### src/rtl/rf_access_ctrl.sv
// Purpose: command front end for the 8x8 flip-flop register array; tracks written entries.
// Latency: accept edge -> ISSUE -> CAPTURE -> RESP (rsp_valid in 3rd cycle); 4 cycles min per command.
// Backpressure: cmd_ready only in IDLE; RESP stalls with stable outputs until rsp_ready.
module rf_access_ctrl #(
  parameter int DATA_W = 8,
  parameter int ADDR_W = 3
) (
  input  logic              clk,
  input  logic              resetn,
  input  logic              cmd_valid,
  output logic              cmd_ready,
  input  logic              cmd_write,
  input  logic [ADDR_W-1:0] cmd_addr,
  input  logic [DATA_W-1:0] cmd_wdata,
  output logic              rsp_valid,
  input  logic              rsp_ready,
  output logic [DATA_W-1:0] rsp_data,
  output logic [1:0]        rsp_status,
  output logic              rf_wr,
  output logic              rf_rd,
  output logic [ADDR_W-1:0] rf_addr,
  output logic [DATA_W-1:0] rf_din,
  input  logic [DATA_W-1:0] rf_dout,
  input  logic              rf_error,
  output logic              busy
);

  localparam int DEPTH = 1 << ADDR_W;

  localparam logic [1:0] ST_OK    = 2'b00;
  localparam logic [1:0] ST_UNWR  = 2'b01;
  localparam logic [1:0] ST_RFERR = 2'b10;

  typedef enum logic [1:0] {IDLE, ISSUE, CAPTURE, RESP} state_t;

  state_t              state;
  logic                lat_write;
  logic [ADDR_W-1:0]   lat_addr;
  logic [DATA_W-1:0]   lat_wdata;
  logic [DEPTH-1:0]    wr_mask;

  // Ready is forced low while reset is asserted so nothing is taken during reset.
  assign cmd_ready = (state == IDLE) && resetn;
  assign busy      = (state != IDLE);

  // Command sequencer: strobes and response are registered so they are glitch-free.
  always_ff @(posedge clk or negedge resetn) begin
    if (!resetn) begin
      state      <= IDLE;
      lat_write  <= 1'b0;
      lat_addr   <= '0;
      lat_wdata  <= '0;
      wr_mask    <= '0;
      rsp_valid  <= 1'b0;
      rsp_data   <= '0;
      rsp_status <= ST_OK;
      rf_wr      <= 1'b0;
      rf_rd      <= 1'b0;
      rf_addr    <= '0;
      rf_din     <= '0;
    end else begin
      case (state)
        IDLE: begin
          if (cmd_valid) begin
            lat_write <= cmd_write;
            lat_addr  <= cmd_addr;
            lat_wdata <= cmd_wdata;
            // Exactly one strobe is raised for the single ISSUE cycle.
            rf_wr     <= cmd_write;
            rf_rd     <= !cmd_write;
            rf_addr   <= cmd_addr;
            rf_din    <= cmd_wdata;
            state     <= ISSUE;
          end
        end
        ISSUE: begin
          // The array acts on this edge; mark the entry as holding real data.
          rf_wr <= 1'b0;
          rf_rd <= 1'b0;
          if (lat_write) begin
            wr_mask[lat_addr] <= 1'b1;
          end
          state <= CAPTURE;
        end
        CAPTURE: begin
          // Array outputs are registered, so they are valid during this cycle.
          if (lat_write) begin
            rsp_data <= lat_wdata;
          end else if (wr_mask[lat_addr]) begin
            rsp_data <= rf_dout;
          end else begin
            rsp_data <= '0;
          end
          // An array error outranks the unwritten indication.
          if (rf_error) begin
            rsp_status <= ST_RFERR;
          end else if (!lat_write && !wr_mask[lat_addr]) begin
            rsp_status <= ST_UNWR;
          end else begin
            rsp_status <= ST_OK;
          end
          rsp_valid <= 1'b1;
          state     <= RESP;
        end
        RESP: begin
          if (rsp_ready) begin
            rsp_valid <= 1'b0;
            state     <= IDLE;
          end
        end
        default: begin
          state <= IDLE;
        end
      endcase
    end
  end

endmodule

### config.mk
export PLATFORM = sky130hd
export DESIGN_NAME = rf_access_ctrl
export DESIGN_NICKNAME = d
export VERILOG_FILES = /design/src/rtl/rf_access_ctrl.sv
export SDC_FILE = /design/constraint.sdc
export NUM_CORES = 1
export LEC_CHECK = 0
export CORE_MARGIN = 5
export CORE_UTILIZATION = 51
export CTS_BUF_LIST = sky130_fd_sc_hd__clkbuf_8
export DETAILED_ROUTE_END_ITERATION = 10
export PLACE_DENSITY = 0.87
export SLEW_MARGIN = 30
export SYNTH_ARGS = -nofsm -noshare
export SYNTH_HDL_FRONTEND = slang
export SYNTH_SLANG_ARGS = --single-unit
### constraint.sdc
create_clock -name clk -period 3.8 [get_ports clk]
set_input_delay 1.14 -clock clk [delete_from_list [all_inputs] [get_ports clk]]
set_output_delay 1.14 -clock clk [all_outputs]
set_load 0.1 [all_outputs]
* After elaboration in Yosys (flattened, before gate mapping) *
Cells that the tools add are included.

word-level totals
  flip-flop bits (word level) = 35
  output and inout port bits = 26
  word-level logic and storage cells = 50

operators by class
  $lt $le $gt $ge = 2
  equality and inequality tests = 5
  muxes and demuxes = 17
  bitwise logic cells = 1
  reduce and logical (&&, ||, !) cells = 15

operators by type and width
  operator            count
  $mux 8              2
  $reduce_and 2->1    5
  $or 8x8->8          1
  $pmux 2 s4          1
  $mux 1              6
  $mux 2              3
  $pmux 1 s2          3
  $reduce_bool 2->1   3
  $eq 2x2->1 const B  2
  $lt 3x4->1 const B  1
  $ne 2x2->1 const B  2
  $bmux 1 s3          1
  $demux 1 s3         1
  $ge 3x1->1 const B  1
  $logic_and 1x1->1   3
  $logic_not 1->1     3
  $eq 2x1->1 const B  1
  $logic_not 2->1     1

* Depth between registers and ports, before layout *
  depth in word-level cells = 6
  gate-level depth with buffers = 6
  depth with buffers taken out = 5

* Least setup slack after synthesis *
OpenSTA, ideal clock, no wires.

  path type = input to output
  start = input resetn
  end = output cmd_ready
  data arrival time = 1.877 ns
  setup slack = 0.783 ns
  stages = 1
  path buffers = 0
  cells stage by stage = and2_1

between the ends
  cells in the longest elaborated chain, start to end = 1

RTL lines
  item               line  RTL
  from (decl)        9     input logic resetn,
  $logic_and 1x1->1  43    assign cmd_ready = (state == IDLE) && resetn;
  to (decl)          11    output logic cmd_ready,

No other way between the ends.

* Worst setup path after layout *
Ends and elaborated chain as after synthesis.

==> results.yml <==
outcome:
  outcome: "finished clean"
yosys:
  ys.flop_type: "dfrtp_1"
  netlist.area_leader.share_pct: 55.0
  netlist_instances: 136
  yosys_warnings: 0
  synth_seq_area_share_pct: 55.0
  synth_top_cell_by_area: "dfrtp_1"
  synth_nets: 165
  avgSynthCellArea_um2: 11.7
  synth_top_cells_by_count: "35 x dfrtp_1, 14 x mux2_2, 9 x a21oi_1, 9 x inv_1, 9 x o21ai_0"
  synthTopCellsByArea: "dfrtp_1 55%, mux2_2 9.9%, and3_1 3.1%"
  yosysMostFrequentCell: "dfrtp_1"
  synthesis.area_mm2: 0.00159
  ys_seq_elements: 35
  synth_edf_count: 0
  synth_cell_types: 31
  async_reset_ff_share_pct: 100
critical_path:
  endpoint: "cmd_ready"
  worstPathRequired_ns: 2.66
  cp-startpoint: "resetn"
  critPathArrivalTime_ns: 2.07
  cp_num_buf_inv: 2
  r2r_cells: 5
  rr_endpoint: "rsp_data[3]$_DFFE_PN0P_"
  crit_slowest_cell: "clkdlybuf4s50_1"
  startpoint_type: "primary input"
  crit_chain: "clkdlybuf4s50_1, and2_1, buf_12"
  path_depth: 3
  crit_family: "buffers and inverters"
  critPathKind: "in2out"
  r2r_slack_ns: 1.88
  path_max_fanout: 2
  end_kind: "output pin"
  critical_path.reg2reg.startpoint: "state[0]$_DFFE_PN0P_"
  slowest_delay_ns: 0.54
route:
  num_vias: 1256
  first_iter_violations: 61
  ant_nets: 0
  drt_wl_total_um: 3750
  drc_errors: 0
  post_drt_wl_per_cell_um: 16.1
  viasPerCell: 5.39
  dr.pass1.iters: 4
worst_hold_path:
  min_path_type: "reg2reg"
grt:
  first_global_vias: 1309
  antenna_found_initial: 0
  grt_overflow: 0
  grt_max_degree: 36
  grtUsageTotal_pct: 19.6
  grt_pass1_wl_um: 6330
clock_network:
  cts_tree: "built"
  cts_buffers: 5
  ctsResizeCount: 0
  path_clk_slew_ns: 0.06
  root_buffer: "clkbuf_8"
  cts_post_setup_buffers_inserted: 0
  insertion_delay_ns: 0.28
  cts_buffer_depth: 2
  h-tree-depth: 2
  ctsHoldBuffers: 0
  clock-sinks: 35
sta:
  period_needed_ns: 3.21
  skew_ns: 0.00634
  setup_viol: 0
  rsz0062_at_grt: "no"
  fmax_ghz: 0.312
  fin_tns_setup_ns: 0
  tightest_slew_ns: 0.589
  hold_viol_final: 0
  finalCritPeriodShare_pct: 84.4
  finalMaxSlewViolations: 0
  slew_headroom_pct: 60.7
finish:
  diodes: 0
  num-nets-final: 218
  drive_gt1_share_pct: 28.0
  syn_to_final_growth_pct: 35.7
  final_util_pct: 71.3
  final_area_mm2: 0.00216
placement:
  gp_congestion: 0.765
  dp_hpwl_um: 2670
  dpl_cell_area_mm2: 0.00207
  numPortBuffers: 50
die:
  row_count: 20
  die_w_um: 65.9
  ioPinCount: 51
  dieArea_mm2: 0.00434
  die_y_um: 65.9
  initial_core_util_pct: 52.6
  coreArea_mm2: 0.00303
flow_run:
  drv_cap: 0
==> state kept, by name (all words and copies together) (netlist names) <==
name,cells
state,2
lat_wdata,8
lat_addr,3
rsp_valid,1
rf_rd,1
rf_wr,1
rsp_data,8
rsp_status,2
lat_write,1
wr_mask,8
==> how the worst min path moves through the flow <==
| stage | from | to | cells past startpoint |
|---|---|---|---|
| after floorplan | wr_mask[0]$_DFFE_PN0P_ | wr_mask[0]$_DFFE_PN0P_ | 1 |
| after CTS | wr_mask[0]$_DFFE_PN0P_ | wr_mask[0]$_DFFE_PN0P_ | 1 |
| after global placement | wr_mask[0]$_DFFE_PN0P_ | wr_mask[0]$_DFFE_PN0P_ | 1 |
| after global routing | wr_mask[0]$_DFFE_PN0P_ | wr_mask[0]$_DFFE_PN0P_ | 1 |
| final | wr_mask[0]$_DFFE_PN0P_ | wr_mask[0]$_DFFE_PN0P_ | 1 |
| after detailed placement | wr_mask[0]$_DFFE_PN0P_ | wr_mask[0]$_DFFE_PN0P_ | 1 |
==> routing by layer <==
metal / GRT usage, % / part of all wire, %
met2: 31.2 / 47
met4: 9.07 / 3.0
met3: 7.31 / 8.2
met1: 23.3 / 41
met5: 0 / 0
==> worst reg2reg max path: cells and delay by family, from the launching register on <==
kind | cells | cell delay (ns)
fa+ha+maj | 1 | 0.54
buf+inv | 2 | 0.53
compound gates | 2 | 0.32
flops | 1 | 0.41
==> cells by family (layout without fill, tap and decap cells) <==
logic type	Yosys count	after routing	synth area share [%]
flops	35	35	55.0
fa+ha+maj	4	4	3.14
simple gates	31	31	10.5
buf+inv	15	68	4.24
compound gates	32	32	13.2
mux	19	19	13.8
==> area by class of cell <==
type	count	area, um^2
clock buffer	6	82.6
clock inverter	1	5.00
fill	222	868
inverter	10	37.5
multi-input combinational	86	648
sequential	35	876
tap	44	55.1
timing repair buffer	51	455
==> cells in the final DEF (no fill, tap or decap), drive strengths merged <==
master	instances
mux4	1
o21ai	9
and3	8
nand2	8
clkdlybuf4s50	24
clkinv	2
nor2b	3
nor2	4
o22ai	1
mux2i	4
clkbuf	6
and2	1
nand3b	5
nor3	1
inv	9
o41ai	1
a41o	1
o21bai	2
buf	27
ha	4
a21o	2
nand3	1
a32o	1
o32a	1
a22oi	1
a21oi	9
a31o	2
mux2	14
a22o	2
dfrtp	35
==> metrics by stage <==
stage               std cells  hold slack (ns)  worst slack (ns)
finish                    233            0.458             0.591
global placement          226            0.438             0.591
global route              233            0.476             0.574
floorplan                 136            0.427             0.783
detailed placement        226            0.445             0.596
CTS                       233            0.461             0.591
Power is left out: the tool's default activity adds up to more than one toggle a clock period on the data nets, which glitch-free logic cannot reach.
